===== src/rtl/sha1_core_gen.sv =====
// sha1_core_gen -- SHA-1 compression engine, one pre-padded 512-bit block per
// transaction, RPC rounds unrolled per clock (RPC in {1,2,4,5}).
//
// Ports
//   clk, rst_n      clock (rising edge), synchronous active-low reset
//   blk_valid/ready block handshake; blk_ready is high only in IDLE
//   blk_data        512-bit padded block, W0 in [511:480]
//   blk_first       1 = start a new chain, 0 = continue from H
//   iv_use          with blk_first=1: 1 = chain from iv_in, 0 = standard IV
//   iv_in           160-bit midstate {A,B,C,D,E}
//   abort           cancel the block in flight (also blocks an accept in IDLE)
//   out_valid       one-cycle pulse when hash_out is refreshed
//   hash_out        {H0..H4}, held until the next completed block
//   busy            high in RUN and FINAL
//
// Handshake: a block is accepted on a rising edge where blk_valid=1,
// blk_ready=1 and abort=0. The producer holds blk_valid and its data stable
// until that edge; blk_valid while blk_ready=0 has no effect. blk_first,
// iv_use and iv_in are sampled only at the accept edge.
//
// FSM state lives in state_q (enum state_t) so checkers can bind to it.

`default_nettype none

module sha1_core_gen #(
    parameter int RPC = 1
) (
    input  logic         clk,
    input  logic         rst_n,
    input  logic         blk_valid,
    output logic         blk_ready,
    input  logic [511:0] blk_data,
    input  logic         blk_first,
    input  logic         iv_use,
    input  logic [159:0] iv_in,
    input  logic         abort,
    output logic         out_valid,
    output logic [159:0] hash_out,
    output logic         busy
);

    // Unroll factor must divide 20 so a cycle never straddles a K boundary.
    generate
        if (!(RPC == 1 || RPC == 2 || RPC == 4 || RPC == 5)) begin : g_bad_rpc
            $error("sha1_core_gen: RPC must be 1, 2, 4 or 5");
        end
    endgenerate

    localparam logic [159:0] STD_IV =
        160'h67452301_EFCDAB89_98BADCFE_10325476_C3D2E1F0;
    localparam logic [6:0] T_STEP = 7'(RPC);
    localparam logic [6:0] T_LAST = 7'(80 - RPC);

    typedef enum logic [1:0] {
        ST_IDLE  = 2'd0,
        ST_RUN   = 2'd1,
        ST_FINAL = 2'd2
    } state_t;

    state_t         state_q, state_d;
    logic [6:0]     t_q, t_d;             // index of the first round of this cycle
    logic [511:0]   w_q, w_d;             // rolling window W[t..t+15], W[t] in [511:480]
    logic [159:0]   work_q, work_d;       // working variables {a,b,c,d,e}
    logic [159:0]   h_q, h_d;             // chaining value for the block in flight
    logic [159:0]   h_save_q, h_save_d;   // chaining value before the last accept
    logic [159:0]   hash_q, hash_d;
    logic           out_valid_q, out_valid_d;
    logic [1:0]     grp;
    logic [159:0]   start_val;
    logic [159:0]   h_sum;

    function automatic logic [31:0] rotl1(input logic [31:0] x);
        return {x[30:0], x[31]};
    endfunction

    function automatic logic [31:0] rotl5(input logic [31:0] x);
        return {x[26:0], x[31:27]};
    endfunction

    function automatic logic [31:0] rotl30(input logic [31:0] x);
        return {x[1:0], x[31:2]};
    endfunction

    // Advance the window by RPC words. Newly generated words are appended to
    // the extended array, so words made earlier in the cycle feed later ones.
    function automatic logic [511:0] next_window(input logic [511:0] win);
        logic [31:0]  ext [0:15+RPC];
        logic [511:0] res;
        for (int i = 0; i < 16; i++) begin
            ext[i] = win[511-32*i -: 32];
        end
        for (int j = 0; j < RPC; j++) begin
            ext[16+j] = rotl1(ext[13+j] ^ ext[8+j] ^ ext[2+j] ^ ext[j]);
        end
        res = '0;
        for (int i = 0; i < 16; i++) begin
            res[511-32*i -: 32] = ext[RPC+i];
        end
        return res;
    endfunction

    // RPC chained rounds; all rounds of one cycle share the same f/K group.
    function automatic logic [159:0] do_rounds(input logic [159:0] s,
                                               input logic [511:0] win,
                                               input logic [1:0]   g);
        logic [31:0] a, b, c, d, e, f, k, w, tmp;
        a = s[159:128];
        b = s[127:96];
        c = s[95:64];
        d = s[63:32];
        e = s[31:0];
        for (int r = 0; r < RPC; r++) begin
            w = win[511-32*r -: 32];
            case (g)
                2'd0:    begin f = (b & c) | (~b & d);          k = 32'h5A827999; end
                2'd1:    begin f = b ^ c ^ d;                   k = 32'h6ED9EBA1; end
                2'd2:    begin f = (b & c) | (b & d) | (c & d); k = 32'h8F1BBCDC; end
                default: begin f = b ^ c ^ d;                   k = 32'hCA62C1D6; end
            endcase
            tmp = rotl5(a) + f + e + k + w;
            e = d;
            d = c;
            c = rotl30(b);
            b = a;
            a = tmp;
        end
        return {a, b, c, d, e};
    endfunction

    function automatic logic [159:0] add_state(input logic [159:0] x,
                                               input logic [159:0] y);
        logic [159:0] res;
        for (int i = 0; i < 5; i++) begin
            res[159-32*i -: 32] = x[159-32*i -: 32] + y[159-32*i -: 32];
        end
        return res;
    endfunction

    always_comb begin
        if (t_q < 7'd20)      grp = 2'd0;
        else if (t_q < 7'd40) grp = 2'd1;
        else if (t_q < 7'd60) grp = 2'd2;
        else                  grp = 2'd3;
    end

    always_comb begin
        if (!blk_first)  start_val = h_q;
        else if (iv_use) start_val = iv_in;
        else             start_val = STD_IV;
    end

    assign h_sum = add_state(h_q, work_q);

    always_comb begin
        state_d     = state_q;
        t_d         = t_q;
        w_d         = w_q;
        work_d      = work_q;
        h_d         = h_q;
        h_save_d    = h_save_q;
        hash_d      = hash_q;
        out_valid_d = 1'b0;

        case (state_q)
            ST_IDLE: begin
                if (blk_valid && !abort) begin
                    h_save_d = h_q;
                    h_d      = start_val;
                    work_d   = start_val;
                    w_d      = blk_data;
                    t_d      = '0;
                    state_d  = ST_RUN;
                end
            end
            ST_RUN: begin
                if (abort) begin
                    // Restore the chain so a later blk_first=0 block continues it.
                    h_d     = h_save_q;
                    state_d = ST_IDLE;
                end else begin
                    work_d = do_rounds(work_q, w_q, grp);
                    w_d    = next_window(w_q);
                    t_d    = t_q + T_STEP;
                    if (t_q == T_LAST) begin
                        state_d = ST_FINAL;
                    end
                end
            end
            ST_FINAL: begin
                if (abort) begin
                    h_d     = h_save_q;
                    state_d = ST_IDLE;
                end else begin
                    h_d         = h_sum;
                    hash_d      = h_sum;
                    out_valid_d = 1'b1;
                    state_d     = ST_IDLE;
                end
            end
            default: begin
                state_d = ST_IDLE;
            end
        endcase
    end

    always_ff @(posedge clk) begin
        if (!rst_n) begin
            state_q     <= ST_IDLE;
            t_q         <= '0;
            w_q         <= '0;
            work_q      <= '0;
            h_q         <= STD_IV;
            h_save_q    <= STD_IV;
            hash_q      <= '0;
            out_valid_q <= 1'b0;
        end else begin
            state_q     <= state_d;
            t_q         <= t_d;
            w_q         <= w_d;
            work_q      <= work_d;
            h_q         <= h_d;
            h_save_q    <= h_save_d;
            hash_q      <= hash_d;
            out_valid_q <= out_valid_d;
        end
    end

    assign blk_ready = (state_q == ST_IDLE);
    assign busy      = (state_q == ST_RUN) || (state_q == ST_FINAL);
    assign out_valid = out_valid_q;
    assign hash_out  = hash_q;

endmodule

`default_nettype wire


===== config.mk =====
export PLATFORM = sky130hd
export DESIGN_NAME = sha1_core_gen
export DESIGN_NICKNAME = d
export VERILOG_FILES = /design/src/rtl/sha1_core_gen.sv
export SDC_FILE = /design/constraint.sdc
export NUM_CORES = 2
export LEC_CHECK = 0
export ABC_AREA = 1
export BUFFER_PORTS_ARGS = -buffer_cell sky130_fd_sc_hd__buf_2
export CORE_UTILIZATION = 49
export CTS_CLUSTER_SIZE = 30
export DETAILED_ROUTE_END_ITERATION = 7
export GPL_TIMING_DRIVEN = 0
export PLACE_DENSITY_LB_ADDON = 0.2
export REMOVE_ABC_BUFFERS = 1
export SLEW_MARGIN = 20
export SYNTH_ARGS = -nofsm -noshare
export SYNTH_HDL_FRONTEND = slang
export SYNTH_SLANG_ARGS = --single-unit

===== constraint.sdc =====
create_clock -name clk -period 6.15 [get_ports clk]
set_input_delay 0.9225 -clock clk [delete_from_list [all_inputs] [get_ports clk]]
set_output_delay 0.9225 -clock clk [all_outputs]
set_load 0.03 [all_outputs]

======== Word level (Yosys, flattened, before mapping) ========
Cells that the tools add are included.
word-level totals
  bits in registers ....................... 1,162
  input bits .............................. 678
  logic and storage cells ................. 85
operators by class
  $add $sub $neg .......................... 10
  magnitude comparators ................... 3
  equal/unequal tests ..................... 9
  multiplexer cells ....................... 28
  bitwise logic cells ..................... 14
  reductions and logical operators ........ 13
operators by type and width
  cell                                                                   count
  512-bit two-way mux                                                    2
  512-bit one-hot mux with 2 select lines                                1
  160-bit two-way mux                                                    6
  160-bit one-hot mux with 3 select lines                                1
  160-bit one-hot mux with 2 select lines                                1
  32-bit adder                                                           9
  32-bit XOR                                                             5
  32-bit AND                                                             4
  32-bit two-way mux                                                     4
  32-bit OR                                                              3
  32-bit one-hot mux with 3 select lines                                 1
  32-bit one-hot mux with 2 select lines                                 1
  32-bit inverter                                                        1
  7-bit by 6-bit < comparator with 1-bit output, second input constant   2
  7-bit two-way mux                                                      2
  7-bit one-hot mux with 2 select lines                                  1
  2-bit two-way mux                                                      5
  2-bit AND reduction                                                    4
  7-bit by 1-bit adder with 7-bit output, second input constant          1
  7-bit equality test, second input constant                             1
  7-bit by 5-bit < comparator with 1-bit output, second input constant   1
  3-bit AND reduction                                                    2
  2-bit by 1-bit equality test with 1-bit output, second input constant  2
  2-bit equality test, second input constant                             2
  other kinds (12)                                                       15

======== Logic depth before layout (Yosys ltp) ========
  depth in word-level cells ............... 14
  gate-level depth with buffers ........... 31
  gate-level depth less buffers ........... 29

======== Worst setup path after synthesis ========
OpenSTA, ideal clock, no wires.
  path kind ............................... reg2reg
  from .................................... register t_q[3]
  to ...................................... register work_q[159]
  library setup time ...................... 0.070 ns
  arrival ................................. 4.559 ns
  required time ........................... 6.080 ns
  path slack .............................. 1.521 ns
  stages on the path, launching flop included .. 32
  clock period less this slack ............ 4.629 ns
  cell sequence ........................... dfxtp_1 > inv_1 > nand2_1 > nand3_1 > nand2_1 > nand2_2 > buf_1 > inv_1 > ha_1 > inv_1 > clkbuf_1 > o22ai_1 > nand2_1 > o21ai_0 > fa_1 > fa_1 > ha_1 > inv_1 > fa_1 > inv_1 > nand3_1 > nand2_1 > nand2_1 > nand2_1 > nand2_1 > nand2_1 > nand2_1 > nand2_1 > inv_1 > nand2_1 > nand3_1 > a21oi_1
between the ends
  cells in the longest elaborated chain, start to end .. 14
  elaborated cells on any way between the ends .. 21
  classes of those cells .................. add/sub (4); order compare (3); eq/ne (2); mux (11); reduce/logical (1)
RTL lines
  item                                                           RTL line  text
  start, declared                                                61        logic [6:0] t_q, t_d;
  start signal, assigned                                         218       t_q <= t_d;
  7-bit by 6-bit < comparator with 1-bit output                  142       else if (t_q < 7'd60) grp = 2'd2;
  1-bit two-way mux                                              142
  2-bit two-way mux                                              141       else if (t_q < 7'd40) grp = 2'd1;
  2-bit two-way mux (*)                                          140       if (t_q < 7'd20) grp = 2'd0;
  2-bit equality test / 2-bit zero test (equally long branches)  114       case (g)
  32-bit one-hot mux with 2 select lines                         114
  32-bit two-way mux                                             176       if (abort) begin
  32-bit two-way mux                                             164       case (state_q)
  32-bit adder (2 in series)                                     120       tmp = rotl5(a) + f + e + k + w;
  32-bit adder (*) (2 in series)                                 120
  160-bit two-way mux (*)                                        176
  160-bit one-hot mux with 2 select lines (*)                    164
  end signal, assigned                                           220       work_q <= work_d;
  end, declared                                                  63        logic [159:0] work_q, work_d;
Every way passes the cells marked *; elsewhere a longest branch is shown, timed or not. The select of a mux whose other input is x is not followed.
A chain may end at the register's enable or synchronous reset.

======== Worst setup path in the final report ========
  from .................................... register t_q[3]
  to ...................................... register work_q[151]
Same word-level chain as after synthesis.

==> flow_metrics.py <==
metrics = {
    "cells_and_area": {
        "nFillCells": 13092,
        "final_common_cell": "nand2_1",
        "register_area_sq_mm": 0.0233,
        "multiInputGateArea_sq_mm": 0.0374,
        "drive_gt1_frac": 0.112,
        "final_area_sq_mm": 0.0765,
        "final_nets": 11180,
        "mostFrequentLayoutCells": "nand2_1, dfxtp_1, a21oi_1",
        "syn2layout_area_growth_pct": 15.6,
    },
    "placement": {
        "gp_routability_congestion": 0.964,
        "io_buffers": 840,
        "dp_hpwl_microns": 188000,
        "placed_cell_area_sq_mm": 0.0718,
    },
    "clock_network": {
        "clock-sinks": 1162,
        "cts_made_buffers": 136,
        "clockBufferDepth": 3,
        "cts_root_buf": "clkbuf_16",
        "hold_buffers": 0,
        "htreeDepth": 4,
        "tritoncts": "done",
        "clkTransAtPathRegs_ns": 0.06,
        "worst_skew_pair.late_latency_ns": 0.79,
    },
    "sta": {
        "worst_pin_slew_ns": 1.22,
        "rsz0062_at_grt": "false",
        "fmax_ghz": 0.171,
        "fin_worst_skew_ns": 0.0322,
        "whs_ns": 0.392,
        "finalHoldViolCount": 0,
        "report.final.slew_viol_count": 0,
        "setup_violations": 0,
        "finalCritPeriodShare": 0.953,
        "min_period_ns": 5.86,
        "relSlewSlack": 0.176,
    },
    "die": {
        "start_util": 0.495,
        "core-area_sq_mm": 0.134,
        "die_h_microns": 369,
        "io_pins": 841,
        "dieArea_sq_mm": 0.137,
        "fp.dieW_microns": 369,
        "core.rowCount": 134,
    },
    "hold_path": {
        "holdCritStartpoint": "blk_data[194]",
        "hold_end": "w_q[194]",
        "hold_path.class": "in -> reg",
        "whs_path_depth": 3,
    },
    "setup_path": {
        "critical_path.slowest_cell": "o21ai_0",
        "critPathBufInv": 4,
        "rr_endpoint": "work_q[151]",
        "critPathMaxFanout": 55,
        "cpLargestDelayFamily": "adder cells",
        "critPathKind": "reg -> reg",
        "required_ns": 6.86,
        "endpoint_kind": "flip-flop",
        "cp_cell_sequence": "inv_1 > nand2_1 > nand3_1 > nand2_1 > nand2_8 > inv_1 > ha_2 > inv_4 > o21ai_0 > o21ai_0 > fa_1 > inv_1 > fa_1 > ha_1 > nand2_1 > nor2_1 > nand2_1 > or2_2 > nand4_1 > nand3_1 > a21oi_1",
        "slowest_delay_ns": 0.82,
        "ff2ff_setup_slack_ns": 0.29,
        "startpoint_type": "flip-flop",
        "crit_top_cell": "nand2_1",
        "reg2regPathDepth": 21,
        "r2r_start": "t_q[3]",
        "cp.arrival_ns": 6.57,
    },
    "power_and_ir_drop": {
        "p_int_mw": 17.8,
        "p_seq_frac": 0.323,
        "peakVddDrop_v": 0.000242,
        "power.leakage_nw": 33.7,
        "powerDensity_mw_per_mm2": 402,
        "p_sw_mw": 13.0,
        "p_sw_frac": 0.422,
        "pwr-share-clk": 0.273,
        "p_comb_frac": 0.404,
    },
    "job": {
        "drv_cap": 0,
    },
    "global_route": {
        "grt_max_degree": 168,
        "grt_pass1_wl_microns": 388000,
        "track_usage": 0.366,
        "grt_antenna_before_repair": 58,
        "gr-total-overflow": 0,
        "first_global_vias": 65591,
    },
    "route": {
        "highest_layer": "met5",
        "wl_per_cell_microns": 21.4,
        "avgViaCountPerCell": 5.83,
        "antenna_left": 0,
        "dr_wl_met2_microns": 118000,
        "dr.first_iter.drc_count": 7365,
        "wirelength_microns": 258000,
        "vias": 70381,
        "met1Wirelength_microns": 105000,
        "drc": 58,
        "drt_pass1_iterations": 8,
        "routed-wl-met3_microns": 21900,
    },
    "synth": {
        "ys_types": 46,
        "syn-instance-count": 9770,
        "ys_seq_elements": 1162,
        "yosys_warnings": 0,
        "synthFlopType": "dfxtp_1",
        "synth_edf_count": 0,
        "synthArstFlopShare": 0,
        "syn_area_sq_mm": 0.0662,
        "synth.avg_cell_area_sq_um": 6.77,
        "yosysSeqAreaShare": 0.352,
    },
    "status": {
        "violations": "design-rule violations",
        "outcome": "finished, violations left",
    },
}
-- through the flow --
step	util	std cells	worst slack (ns)	setup TNS [ns]	power (mW)
after floorplan	-	9134	-27.48	-	18.2
after CTS	0.571	12038	0.0817	0	30.6
after global placement	0.523	11742	-72.41	-	22.2
final	0.572	12077	0.289	0	30.8
after detailed placement	0.536	11804	-0.239	-0.763	22.2
after global routing	0.572	12072	0.0150	0	32.7
-- kinds of logic (layout without fill, tap and decap cells) --
group                      after synthesis  in the layout  synth area share
other                                    0             39                 0
and+or+nand+nor                       3885           3885             0.233
xor gates and xnor gates               114            114            0.0151
DFF                                   1162           1162             0.352
buffers and inverters                 1435           1935            0.0851
AOI/OAI and AO/OA                     2846           2846             0.239
adders and majority gates              328            328            0.0762
-- flip-flops by register name, indices dropped and copies added, names as in the netlist --
register   cells
h_save_q     160
work_q       160
out_valid      1
state_q        2
w_q          512
h_q          160
t_q            7
hash_out     160
-- repair_timing --
action | in CTS | in global routing
endpoints found under the setup margin | 9 | 21
resized for setup | 4 | 5
buffers inserted | 0 | 0
-- final cells by class --
cell class | instances | area share
multi-input cells | 7173 | 0.489
clock inverters | 47 | 0.00975
clock buffers | 187 | 0.0507
repair buffers | 902 | 0.0766
flip-flops and latches | 1162 | 0.304
diodes | 39 | 0.00128
well taps | 1768 | 0.0289
inverters | 799 | 0.0400
-- worst max path at each step --
stage / from / to / slack, ns / depth (start not counted)
finish: t_q[3] / work_q[151] / 0.29 / 21
floorplan: state_q[0] / t_q[4] / -27.48 / 5
global placement: state_q[0] / work_q[95] / -72.41 / 4
CTS: t_q[2] / work_q[159] / 0.08 / 28
detailed placement: t_q[2] / work_q[153] / -0.24 / 20
global route: t_q[2] / work_q[158] / 0.02 / 21
-- cell usage after synthesis, drive strengths merged (72+ instances only) --
cell type	count	area [sq um]
nand2	2884	10800
clkbuf	424	1590
fa	125	2500
buf	212	1040
a31oi	487	3050
o21ai	990	4950
o22ai	72	450
nor2	459	1730
ha	203	2540
dfxtp	1162	23300
xnor2	103	902
inv	799	3000
nand3	426	2130
a21oi	1034	5180
o211ai	84	631
-- worst min-delay path, cell delays in order --
cell,delay [ns]
buf_2,0.09
nand2_1,0.05
a31oi_1,0.07
-- power groups by stage --
stage / Clock [mW] / Sequential (mW) / Combinational [mW]
floorplan: 0 / 9.68 / 8.49
global placement: 0 / 9.99 / 12.2
detailed placement: 0 / 10.0 / 12.2
CTS: 8.47 / 9.88 / 12.2
global route: 8.79 / 10.0 / 13.8
finish: 8.40 / 9.93 / 12.4
-- per-layer routing --
| metal | vias to the layer above | track usage |
|---|---|---|
| met3 | 607 | 0.0695 |
| met2 | 3096 | 0.586 |
| li1 | 33598 | - |
| met1 | 33058 | 0.470 |
| met5 | - | 0 |
| met4 | 22 | 0.182 |
No activity file was read; power rests on OpenSTA's default activity.
